$ cat config.mk
export PLATFORM = sky130hd
export DESIGN_NAME = avg_dump_decim
export DESIGN_NICKNAME = d
export VERILOG_FILES = /design/src/rtl/fm_demod_pkg.sv /design/src/rtl/round_shift.sv /design/src/rtl/avg_dump_decim.sv
export SDC_FILE = /design/constraint.sdc
export NUM_CORES = 1
export LEC_CHECK = 0
export CAP_MARGIN = 10
export CELL_PAD_IN_SITES_DETAIL_PLACEMENT = 2
export CELL_PAD_IN_SITES_GLOBAL_PLACEMENT = 2
export CORE_AREA = 5 5 111 113
export CTS_BUF_LIST = sky130_fd_sc_hd__clkbuf_4
export DETAILED_ROUTE_END_ITERATION = 7
export DIE_AREA = 0 0 116 118
export HOLD_SLACK_MARGIN = 0.06
export PLACE_DENSITY_LB_ADDON = 0.1
export SLEW_MARGIN = 20
export SYNTH_ARGS = -nofsm -noshare
export SYNTH_HDL_FRONTEND = slang
export SYNTH_SLANG_ARGS = --single-unit
$ cat constraint.sdc
create_clock -name clk -period 3.3 [get_ports clk]
set_clock_uncertainty 0.1 [all_clocks]
set_input_delay 0.495 -clock clk [delete_from_list [all_inputs] [get_ports clk]]
set_output_delay 0.495 -clock clk [all_outputs]
set_load 0.005 [all_outputs]
$ cat src/rtl/fm_demod_pkg.sv
// Shared definitions for the FM demodulator sample path.
//   SAMPLE_WIDTH : native signed sample width
//   clog2()      : ceiling log2 for elaboration-time parameter checks
//   rnd()        : rounding constant (one half LSB) for a right shift of LOG2 bits
package fm_demod_pkg;

    localparam int SAMPLE_WIDTH = 16;

    function automatic int clog2(input int v);
        int r;
        r = 0;
        while ((1 << r) < v) r++;
        return r;
    endfunction

    function automatic int rnd(input int log2);
        return 1 << (log2 - 1);
    endfunction

endpackage

$ cat src/rtl/round_shift.sv
// Combinational signed round-and-shift: dout = (din + 2^(SHIFT-1)) >>> SHIFT,
// i.e. divide by 2^SHIFT rounding half toward +inf.
//   din  : signed input, IN_WIDTH bits
//   dout : signed result, IN_WIDTH-SHIFT bits
// The caller guarantees din + half does not overflow IN_WIDTH bits.
module round_shift
    import fm_demod_pkg::*;
#(
    parameter int IN_WIDTH = 23,
    parameter int SHIFT    = 7
) (
    input  logic signed [IN_WIDTH-1:0]       din,
    output logic signed [IN_WIDTH-SHIFT-1:0] dout
);

    localparam logic signed [IN_WIDTH-1:0] HALF = IN_WIDTH'(rnd(SHIFT));

    logic signed [IN_WIDTH-1:0] biased;
    logic                       unused_lsb;

    assign biased = din + HALF;
    // Dropping the low bits of a two's-complement value is an arithmetic shift.
    assign dout       = biased[IN_WIDTH-1:SHIFT];
    assign unused_lsb = ^biased[SHIFT-1:0];

endmodule

$ cat src/rtl/avg_dump_decim.sv
// Accumulate-and-dump decimator. Sums DECIM valid samples and emits their
// rounded mean as a one-cycle strobe.
//   clk, rst : clock, synchronous active-high reset
//   sync_i   : frame realign; drops the partial sum, restarts phase at 0
//   valid_i  : data_i qualifier, gaps allowed
//   data_i   : signed input sample
//   data_o   : rounded mean of last completed frame, held between strobes
//   valid_o  : one-cycle strobe with new data_o (feeds downstream start_i)
//   phase_o  : index of the next sample within the frame
module avg_dump_decim
    import fm_demod_pkg::*;
#(
    parameter int WIDTH      = SAMPLE_WIDTH,
    parameter int DECIM      = 128,
    parameter int LOG2_DECIM = 7
) (
    input  logic                    clk,
    input  logic                    rst,
    input  logic                    sync_i,
    input  logic                    valid_i,
    input  logic signed [WIDTH-1:0] data_i,
    output logic signed [WIDTH-1:0] data_o,
    output logic                    valid_o,
    output logic [LOG2_DECIM-1:0]   phase_o
);

    if (DECIM < 2 || (1 << LOG2_DECIM) != DECIM || clog2(DECIM) != LOG2_DECIM) begin : g_bad_decim
        $error("avg_dump_decim: DECIM must be a power of two >= 2 and equal 2**LOG2_DECIM");
    end

    // DECIM samples of WIDTH bits fit in WIDTH+LOG2_DECIM bits, so no overflow.
    localparam int AW = WIDTH + LOG2_DECIM;
    localparam logic [LOG2_DECIM-1:0] LAST = LOG2_DECIM'(DECIM - 1);

    logic signed [AW-1:0]         acc_r;
    logic [LOG2_DECIM-1:0]        phase_r;
    logic signed [AW-1:0]         data_ext;
    logic signed [AW-1:0]         full;
    logic signed [WIDTH-1:0]      mean;

    assign data_ext = {{LOG2_DECIM{data_i[WIDTH-1]}}, data_i};
    assign full     = acc_r + data_ext;
    assign phase_o  = phase_r;

    // Mean of a frame always lies within the sample range, so no saturation.
    round_shift #(.IN_WIDTH(AW), .SHIFT(LOG2_DECIM)) u_round (
        .din  (full),
        .dout (mean)
    );

    always_ff @(posedge clk) begin
        if (rst) begin
            acc_r   <= '0;
            phase_r <= '0;
            data_o  <= '0;
            valid_o <= 1'b0;
        end else begin
            valid_o <= 1'b0;
            if (sync_i) begin
                // Realign wins over dump; a valid sample starts the new frame.
                acc_r   <= valid_i ? data_ext : '0;
                phase_r <= valid_i ? LOG2_DECIM'(1) : '0;
            end else if (valid_i) begin
                if (phase_r == LAST) begin
                    data_o  <= mean;
                    valid_o <= 1'b1;
                    acc_r   <= '0;
                    phase_r <= '0;
                end else begin
                    acc_r   <= full;
                    phase_r <= phase_r + 1'b1;
                end
            end
        end
    end

endmodule

==> out/results.md, run 1 <==
• TritonCTS clock tree: done
• slowest stage cell, crit path: sky130_fd_sc_hd__a221o_2
• register clock-pin slew on the reported worst setup and hold paths: 0.16 ns
• count of H-tree levels built during CTS: 2
• first-pass GRT wire length: 22300 um
• count of filler cells inserted in the layout: 1260
• path category of the worst min-delay check: reg2reg
• drt initial violations: 172
• largest net degree at the start of global routing: 48
• Vias: 3700
• highest routing layer actually used: met4
• final design utilization: 0.444
• average cell area after synthesis: 8.21 um2
• WL met3: 351 um
• cell area after synthesis: 3360 um2
• Max IR drop VDD: 0.000233 V
• unrepaired setup endpoints after global routing: true
• layout cell share with drive strength beyond 1: 0.315
• deepest clock path buffer count: 2
• arrival time of data at the critical path endpoint: 3.57 ns
• via count normalized by instance count: 5.44
• diodes inserted: 0
• count of endpoints failing hold in the final timing report: 0
• die boundary height: 118 um
• Routed WL: 14000 um
• highest cell delay on the worst timing path: 0.41 ns
• iteration count of the initial detailed-routing pass: 4
• normalized max-slew margin: 0.335
• Peak Freq: 0.301 GHz
• antenna-violating nets left: 0
• leading register cell type out of synthesis: sky130_fd_sc_hd__dfxtp_1
• post-layout min period: 3.33 ns
• relative contribution of combinational cells to total power: 0.463
• worst hold path cell count: 2
• Post-synth ARST share: 0
• synth-to-layout area growth: 48.3%
• Initial Util: 0.299
• Worst Reg-to-Reg Cells: 13
• final worst hold slack: 0.425 ns
• total CTS buffers: 5
• DPL Wire Length: 9970 um
• most common cell after layout, fill and taps aside: sky130_fd_sc_hd__buf_4
• sequential share of the synthesized area: 0.280
• start point of the worst min-delay path: data_o[13]$_SDFFE_PP0P_
• Tightest Pin Transition: 0.997 ns
• Worst setup SP type: input port
• number of instances in the synthesized netlist: 409
• fin nets: 582
• power density cells: 341 nW/um2
• Boundary Pins: 44
• root buffer selected by CTS: sky130_fd_sc_hd__clkbuf_4
• number of global-route vias before repair: 4173
• internal power of the cells: 1.05 mW
• number of enable-type register cells in the synthesized netlist: 0
• final clock period utilization by the worst path: 1.01
• met1 wire length: 5820 um
• total leakage power: 1.99 nW
• Worst Path Class, Setup: in2reg
• net switching power: 0.653 mW
• latest clock arrival within the worst-skew pair: 0.42 ns
• destination of the worst register-to-register timing path: data_o[15]$_SDFFE_PP0P_
• routability congestion estimate from global placement: 0.819
• violations in the final reports: negative setup slack
• met2 layer wire length in the routed design: 7510 um
• Yosys Warn Count: 0
• Final Max Slew Viols: 0
• post-route worst setup slack: -0.0254 ns
• Placement Rows: 39
• outcome: finished with violations
• combined global-route utilization of all metal layers: 0.206
• cell-by-cell trace of the critical path: dlygate4sd2_1 > ha_4 > fa_2 > a21o_1 > a221o_2 > buf_4 > o21ai_2 > a311oi_2 > nor4b_4 > nand4_2 > nor3_4 > nand3_2 > xor2_1 > a211oi_2
• setup slack on the worst flop-to-flop path: -0.01 ns
• max_cap viols: 0
• hold buffer count at cts: 0
• kind of end point of the critical path: register
• register bit count reported by yosys: 47
• Worst Path Required: 3.54 ns
• portion of total power attributed to sequential cells: 0.356
• sum of internal, switching and leakage power: 1.70 mW
• Std-Cell Core Area: 11200 um2
• total die area: 13700 um2
• clock net sink count: 47
• Clock Power Share: 0.180
• number of antenna violations at the first check in global routing: 0
• number of nets in the synthesized netlist: 454
• DRC: 0
• startpoint of the worst-slack reg-to-reg timing path: acc_r[0]$_SDFFE_PP0P_
• library cells used by synthesis: 61
• commonest cells after routing, fill and taps aside: sky130_fd_sc_hd__buf_4 (93), sky130_fd_sc_hd__nor2_1 (62), sky130_fd_sc_hd__dfxtp_1 (45), sky130_fd_sc_hd__clkdlybuf4s50_1 (36), sky130_fd_sc_hd__a21oi_1 (23)
• Sw Ratio: 0.385
• GRT overflow: 0
• number of port buffers: 43
• mean routed wirelength per cell: 20.6 um
• worst-path fanout max: 3
• horizontal die dimension: 116 um
• number of setup violations in the final report: 5
• Hold Path Sink: data_o[13]$_SDFFE_PP0P_
## critical path: cells and delay by family
kind,cells,cell delay [ns]
adders and majority gates,2,0.52
xor gates and xnor gates,1,0.16
and+or+nand+nor,4,0.82
AOI/OAI and AO/OA,5,1.12
buffers and inverters,2,0.44
## cell usage after synthesis, types with 7 or more instances
library cell / instances / area (um2)
sky130_fd_sc_hd__a211oi_1: 12 / 90.1
sky130_fd_sc_hd__a21o_1: 7 / 52.6
sky130_fd_sc_hd__a21oi_1: 27 / 135
sky130_fd_sc_hd__a221oi_1: 11 / 96.3
sky130_fd_sc_hd__a222oi_1: 8 / 80.1
sky130_fd_sc_hd__clkbuf_1: 18 / 67.6
sky130_fd_sc_hd__dfxtp_1: 47 / 941
sky130_fd_sc_hd__ha_1: 24 / 300
sky130_fd_sc_hd__inv_1: 12 / 45.0
sky130_fd_sc_hd__nand2_1: 17 / 63.8
sky130_fd_sc_hd__nand3_1: 12 / 60.1
sky130_fd_sc_hd__nand4_1: 8 / 50.1
sky130_fd_sc_hd__nor2_1: 64 / 240
sky130_fd_sc_hd__nor2b_1: 13 / 81.3
sky130_fd_sc_hd__nor3_1: 11 / 55.1
sky130_fd_sc_hd__o21ai_0: 14 / 70.1
sky130_fd_sc_hd__xnor2_1: 16 / 140
sky130_fd_sc_hd__xor2_1: 11 / 96.3
## cells by family (layout without fill, tap and decap cells)
kind of cell,count (synthesis),after routing,share of synthesized area
multiplexers,5,5,0.0149
AND/OR/NAND/NOR,158,158,0.242
XOR/XNOR,28,28,0.0752
AO/OA/AOI/OAI,114,114,0.256
buffers and inverters,32,160,0.0365
adder cells (fa/ha/maj),25,25,0.0953
flip-flops,47,47,0.280
## worst max path at each step
stage | slack [ns] | cells past startpoint | end | from
5_1_grt | -0.22 | 13 | data_o[12]$_SDFFE_PP0P_ | acc_r[0]$_SDFFE_PP0P_
2_1_floorplan | -0.003 | 10 | data_o[10]$_SDFFE_PP0P_ | data_i[0]
3_3_place_gp | -0.65 | 11 | data_o[10]$_SDFFE_PP0P_ | data_i[0]
4_1_cts | 0.01 | 14 | data_o[15]$_SDFFE_PP0P_ | acc_r[0]$_SDFFE_PP0P_
6_report | -0.03 | 14 | data_o[15]$_SDFFE_PP0P_ | data_i[0]
3_5_place_dp | -0.82 | 11 | data_o[10]$_SDFFE_PP0P_ | data_i[0]
## cell type report
type	instances	area [um2]	area share
Clock buffer	5	37.5	0.00754
Multi-Input combinational cell	330	2590	0.520
Sequential cell	47	943	0.189
Clock inverter	2	13.8	0.00276
Tap cell	143	179	0.0359
Timing Repair Buffer	141	1170	0.235
Inverter	12	45.0	0.00904
## power by group through the flow
| stage | clock network [mW] | registers, mW | logic, mW |
|---|---|---|---|
| finish | 0.306 | 0.605 | 0.787 |
| global route | 0.345 | 0.608 | 0.855 |
| CTS | 0.321 | 0.605 | 0.736 |
| detailed placement | 0 | 0.616 | 0.671 |
| global placement | 0 | 0.614 | 0.642 |
| floorplan | 0 | 0.611 | 0.376 |
## state kept, by name (all words and copies together), names as in the netlist
name and count:
valid_o 1, phase_o 7, data_o 16, acc_r 23
## per-layer routing
layer	vias up	global-route usage
met5	-	0
met4	0	0.0595
met3	25	0.0355
met2	63	0.379
met1	1848	0.240
li1	1764	-
## per-stage QoR
stage,setup WS [ns],std cells,setup TNS (ns),area (um2)
2_1_floorplan,-0.00267,409,-0.00267,3390
3_3_place_gp,-0.655,656,-9.91,4530
3_5_place_dp,-0.815,656,-13.14,4530
4_1_cts,0.0144,675,0,4820
5_1_grt,-0.221,680,-1.56,4980
6_report,-0.0254,680,-0.105,4980
## what timing repair did
item / in CTS / in global routing
buffers inserted: 12 / 5
resized for setup: 33 / 24
endpoints found under the setup margin: 15 / 13
pin swaps: 26 / 21
endpoints found under the hold margin: 0 / 0
Note: power is estimated with default switching activity, not from simulation.
==> inputs of run 2 (changes only) <==
- CORE_AREA: 5 5 111 113 -> 5 5 80 156
- DIE_AREA: 0 0 116 118 -> 0 0 85 161
==> run 2 against run 1 <==
Net effect:
- the run still ends with negative setup slack left
- worst setup slack worse by 0.0022 ns
- critical path depth increased by 5
- clock-buffer cell count is the same
- highest routed layer unchanged
- via count increased by 0.14%
==> out/results.md, run 2 (synthesis gave the netlist of run 1 again) <==
• outcome: finished with violations
• largest register by flop count: acc_r
• iteration count of the initial detailed-routing pass: 4
• Boundary Pins: 44
• worst-path fanout max: 3
• slowest stage cell, crit path: sky130_fd_sc_hd__dlygate4sd2_1
• post-layout min period: 3.33 ns
• violations in the final reports: negative setup slack
• post-route worst setup slack: -0.0277 ns
• number of setup violations in the final report: 4
• fin nets: 578
• deepest clock path buffer count: 2
• Routed WL: 14700 um
• Worst Path Required: 3.46 ns
• number of antenna violations at the first check in global routing: 1
• die boundary height: 161 um
• clock net sink count: 47
• setup slack on the worst flop-to-flop path: 0 ns
• combined area of the multi-input logic cells: 2640 um2
• count of endpoints failing hold in the final timing report: 0
• layout cell share with drive strength beyond 1: 0.303
• unrepaired setup endpoints after global routing: true
• highest cell delay on the worst timing path: 0.32 ns
• cell-by-cell trace of the critical path: dlygate4sd2_1 > ha_4 > a211oi_2 > buf_4 > o21ai_1 > buf_4 > buf_4 > buf_4 > buf_4 > buf_4 > buf_4 > buf_4 > buf_4 > buf_4 > buf_4 > buf_4 > xor2_1 > a222oi_1 > nor2_1
• area occupied by registers: 946 um2
• Max IR drop VDD: 0.000185 V
• number of global-route vias before repair: 4240
• normalized max-slew margin: 0.527
• path category of the worst min-delay check: in2reg
• critical path's most frequent cell: sky130_fd_sc_hd__buf_4
• count of H-tree levels built during CTS: 2
• number of port buffers: 43
• final clock period utilization by the worst path: 1.01
• kind of end point of the critical path: register
• register clock-pin slew on the reported worst setup and hold paths: 0.16 ns
• Final Max Slew Viols: 0
• count of filler cells inserted in the layout: 1247
• Worst Path Class, Setup: in2reg
• total die area: 13700 um2
• GRT overflow: 0
• Peak Freq: 0.301 GHz
• combined global-route utilization of all metal layers: 0.206
• top cell family by delay on the critical path: buffers and inverters
• met1 capacity usage during global routing: 0.232
• fin cells: 677
• commonest cells after routing, fill and taps aside: sky130_fd_sc_hd__buf_4 (91), sky130_fd_sc_hd__nor2_1 (64), sky130_fd_sc_hd__dfxtp_1 (45), sky130_fd_sc_hd__clkdlybuf4s50_1 (34), sky130_fd_sc_hd__a21oi_1 (24)
• total leakage power: 2.02 nW
• DRC: 0
• total CTS buffers: 5
• drt initial violations: 154
• first-pass GRT wire length: 22600 um
• most common cell after layout, fill and taps aside: sky130_fd_sc_hd__buf_4
• Tightest Pin Transition: 0.710 ns
• latest clock arrival within the worst-skew pair: 0.39 ns
• Largest register FFs: 23
• GR Util met3: 0.0219
• GR Util met2: 0.390
• arrival time of data at the critical path endpoint: 3.49 ns
• max_cap viols: 0
• mean routed wirelength per cell: 21.7 um
• horizontal die dimension: 85 um
• power density cells: 339 nW/um2
• busiest layer in global routing: met2
• largest net degree at the start of global routing: 48
• Vias: 3705
• sum of buffers and inverters on the critical path: 13
• number of instances in the placed design: 651
• Worst setup SP type: input port
• synth-to-layout area growth: 50.0%
• hold buffer count at cts: 0
• via count normalized by instance count: 5.47
• antenna-violating nets left: 0
• sum of internal, switching and leakage power: 1.71 mW
• Placement Rows: 55
• root buffer selected by CTS: sky130_fd_sc_hd__clkbuf_4
• routability congestion estimate from global placement: 0.894
• TritonCTS clock tree: done
• DPL Wire Length: 10100 um
• Std-Cell Core Area: 11100 um2
• Initial Util: 0.301
[run 2: cell types whose count changed in the layout (fill, tap and decap cells not counted), sizes merged]
cell and delta:
buf -5, clkdlybuf4s15 +1, clkdlybuf4s50 -2, clkinvlp +1, diode +1, dlygate4sd2 -4, dlymetal6s2s +6
[run 2: worst paths after layout]
path,endpoint,depth (start not counted),startpoint
min,acc_r[3]$_SDFFE_PP0P_,3,data_i[3]
max,acc_r[5]$_SDFFE_PP0P_,19,data_i[1]
min reg2reg,data_o[4]$_SDFFE_PP0P_,2,data_o[4]$_SDFFE_PP0P_
max reg2reg,acc_r[5]$_SDFFE_PP0P_,18,acc_r[1]$_SDFFE_PP0P_
[run 2: tightest hold or removal path, stage by stage]
cell,delay [ns]
sky130_fd_sc_hd__dlymetal6s2s_1,0.15
sky130_fd_sc_hd__a21oi_1,0.10
sky130_fd_sc_hd__nor2_1,0.11
[run 2: what timing repair did]
item                       in CTS  in global routing
setup endpoints to repair      15                 12
pin swaps                      33                 26
buffers inserted               18                  1
gates resized for setup        33                 28
[run 2: report_power, final]
part           total (mW)  switching [mW]  leakage [nW]  internal, mW
logic               0.803           0.421          1.61         0.382
registers           0.608          0.0183         0.384         0.589
clock network       0.300           0.218        0.0288        0.0823
total                1.71           0.657          2.02          1.05
[run 2: cell type report]
class | instances | area share
Inverter | 12 | 0.00894
Multi-Input combinational cell | 330 | 0.524
Tap cell | 142 | 0.0353
Sequential cell | 47 | 0.188
Antenna cell | 1 | 0.000497
Clock inverter | 3 | 0.00397
Timing Repair Buffer | 137 | 0.232
Clock buffer | 5 | 0.00745
[run 2: layer usage]
layer | wire (um) | vias to the layer above
met5 | 0 | -
met4 | 416 | 0
met3 | 417 | 26
met2 | 8130 | 77
met1 | 5750 | 1842
li1 | - | 1760
[run 2: metrics by stage]
step	utilization	setup TNS, ns	worst slack (ns)	hold slack, ns	area [um2]
after floorplan	-	-0.00267	-0.00267	0.372	3390
after global placement	0.405	-10.0	-0.731	0.382	4520
after detailed placement	0.405	-12.40	-0.830	0.394	4520
after CTS	0.436	-0.233	-0.0573	0.419	4870
after global routing	0.452	-0.585	-0.117	0.400	5040
final	0.452	-0.0568	-0.0277	0.393	5040
==> inputs of run 3 (changes only) <==
- CORE_AREA: 5 5 80 156 -> 2 2 77 153
- DIE_AREA: 0 0 85 161 -> 0 0 79 155
==> run 3 against run 2 <==
Net effect:
- the run still ends with negative setup slack left
- critical path type unchanged
- maximum frequency decreased by 1.6%
- cell count grew 0.30%
- flip-flop and latch count unchanged
- routed wire length fell by 4.2%
- critical path depth is 5 lower
- hold slack lost 0.019 ns
- highest routed layer unchanged
- combinational power barely moved
- sequential share of layout area is 0.19 points lower
==> out/results.md, run 3 (synthesis gave the netlist of run 1 again) <==
• outcome: finished with violations
• violations in the final reports: negative setup slack
• Boundary Pins: 44
• sum of internal, switching and leakage power: 1.88 mW
• final clock period utilization by the worst path: 1.02
• fin nets: 580
• max_cap viols: 0
• number of instances in the placed design: 656
• Initial Util: 0.301
• cell area reported after detailed placement: 4540 um2
• arrival time of data at the critical path endpoint: 3.60 ns
• combined area of the multi-input logic cells: 2630 um2
• register clock-pin slew on the reported worst setup and hold paths: 0.17 ns
• startpoint of the worst-slack reg-to-reg timing path: acc_r[0]$_SDFFE_PP0P_
• horizontal die dimension: 79 um
• count of endpoints failing hold in the final timing report: 0
• commonest cells after routing, fill and taps aside: sky130_fd_sc_hd__buf_4 (92), sky130_fd_sc_hd__nor2_1 (62), sky130_fd_sc_hd__dfxtp_1 (45), sky130_fd_sc_hd__clkdlybuf4s50_1 (36), sky130_fd_sc_hd__a21oi_1 (26)
• Largest register FFs: 23
• normalized max-slew margin: 0.509
• path category of the worst min-delay check: in2reg
• kind of end point of the critical path: register
• number of antenna violations at the first check in global routing: 1
• Worst Path Required: 3.52 ns
• latest clock arrival within the worst-skew pair: 0.40 ns
• Placement Rows: 55
• antenna-violating nets left: 0
• count of filler cells inserted in the layout: 1249
• Peak Freq: 0.296 GHz
• DPL Wire Length: 9800 um
• DRC: 0
• GRT overflow: 0
• Worst Reg-to-Reg Cells: 13
• worst-path fanout max: 4
• worst hold path cell count: 3
• largest register by flop count: acc_r
• unrepaired setup endpoints after global routing: true
• Final Max Slew Viols: 0
• Worst Path Class, Setup: in2reg
• total die area: 12200 um2
• TritonCTS clock tree: done
• Vias: 3749
• mean routed wirelength per cell: 20.8 um
• Worst setup SP type: input port
• Routed WL: 14100 um
• Std-Cell Core Area: 11100 um2
• die boundary height: 155 um
• power density cells: 371 nW/um2
• layout cell share with drive strength beyond 1: 0.315
• post-route cell area: 5080 um2
• destination of the worst register-to-register timing path: data_o[15]$_SDFFE_PP0P_
• Tightest Pin Transition: 0.735 ns
• start point of the worst min-delay path: data_i[3]
• iteration count of the initial detailed-routing pass: 4
• count of H-tree levels built during CTS: 2
• setup slack on the worst flop-to-flop path: -0.07 ns
• routability congestion estimate from global placement: 0.872
• post-layout min period: 3.38 ns
• area occupied by registers: 943 um2
• number of global-route vias before repair: 4184
• total CTS buffers: 5
• synth-to-layout area growth: 51.1%
• Max IR drop VDD: 0.000213 V
• largest net degree at the start of global routing: 48
• drt initial violations: 78
• via count normalized by instance count: 5.52
• combined global-route utilization of all metal layers: 0.224
• deepest clock path buffer count: 2
• number of setup violations in the final report: 5
• Hold Path Sink: acc_r[3]$_SDFFE_PP0P_
• total leakage power: 2.01 nW
• number of port buffers: 43
• clock net sink count: 47
• first-pass GRT wire length: 21600 um
• fin cells: 679
• root buffer selected by CTS: sky130_fd_sc_hd__clkbuf_4
• post-route worst setup slack: -0.0802 ns
• most common cell after layout, fill and taps aside: sky130_fd_sc_hd__buf_4
-- run 3: cell type report --
cell class / instances / area share
multi-input combinational: 330 / 0.519
timing repair buffer: 139 / 0.230
sequential: 47 / 0.186
tap: 142 / 0.0350
clock inverter: 2 / 0.0118
clock buffer: 6 / 0.00887
inverter: 12 / 0.00887
antenna: 1 / 0.000493
-- run 3: layer usage --
layer,GRT usage,share of wire
met1,0.257,0.39
met2,0.421,0.57
met3,0.0197,0.022
met4,0.0755,0.020
met5,0,0
-- run 3: worst max path at each step --
stage | from | end | cells after the start | slack (ns)
2_1_floorplan | data_i[0] | data_o[10]$_SDFFE_PP0P_ | 10 | -0.003
3_3_place_gp | data_i[1] | data_o[10]$_SDFFE_PP0P_ | 13 | -0.70
3_5_place_dp | data_i[0] | data_o[15]$_SDFFE_PP0P_ | 14 | -0.81
4_1_cts | acc_r[0]$_SDFFE_PP0P_ | data_o[15]$_SDFFE_PP0P_ | 12 | -0.08
5_1_grt | acc_r[0]$_SDFFE_PP0P_ | data_o[15]$_SDFFE_PP0P_ | 13 | -0.21
6_report | data_i[0] | data_o[15]$_SDFFE_PP0P_ | 14 | -0.08
-- run 3: report_power, final --
part | total, mW | internal, mW | leakage [nW] | switching, mW
combinational | 0.806 | 0.383 | 1.57 | 0.423
clock | 0.472 | 0.245 | 0.0559 | 0.227
sequential | 0.607 | 0.590 | 0.383 | 0.0172
-- run 3: repair_timing --
| item | 4_1_cts | 5_1_grt |
|---|---|---|
| resized for setup | 25 | 36 |
| pin swaps | 24 | 30 |
| hold buffers | 0 | 0 |
| setup buffers | 9 | 6 |
| endpoints found under the setup margin | 14 | 13 |
-- run 3: metrics by stage --
stage | hold slack (ns) | setup WS, ns | util | setup TNS [ns]
final | 0.374 | -0.0802 | 0.455 | -0.244
after global routing | 0.389 | -0.206 | 0.455 | -1.08
after CTS | 0.417 | -0.0795 | 0.434 | -0.160
after detailed placement | 0.396 | -0.809 | 0.408 | -11.82
after global placement | 0.380 | -0.701 | 0.408 | -9.52
after floorplan | 0.372 | -0.00267 | - | -0.00267
-- run 3: critical path, stage by stage --
cell                            delay (ns)
sky130_fd_sc_hd__dlygate4sd2_1        0.27
sky130_fd_sc_hd__ha_4                 0.18
sky130_fd_sc_hd__fa_2                 0.34
sky130_fd_sc_hd__a21o_1               0.21
sky130_fd_sc_hd__a221o_1              0.40
sky130_fd_sc_hd__a31oi_4              0.27
sky130_fd_sc_hd__buf_6                0.14
sky130_fd_sc_hd__o21bai_1             0.10
sky130_fd_sc_hd__xor2_2               0.23
sky130_fd_sc_hd__o2111ai_4            0.21
sky130_fd_sc_hd__nor3_4               0.24
sky130_fd_sc_hd__nand3_2              0.12
sky130_fd_sc_hd__xor2_2               0.16
sky130_fd_sc_hd__a211oi_2             0.23
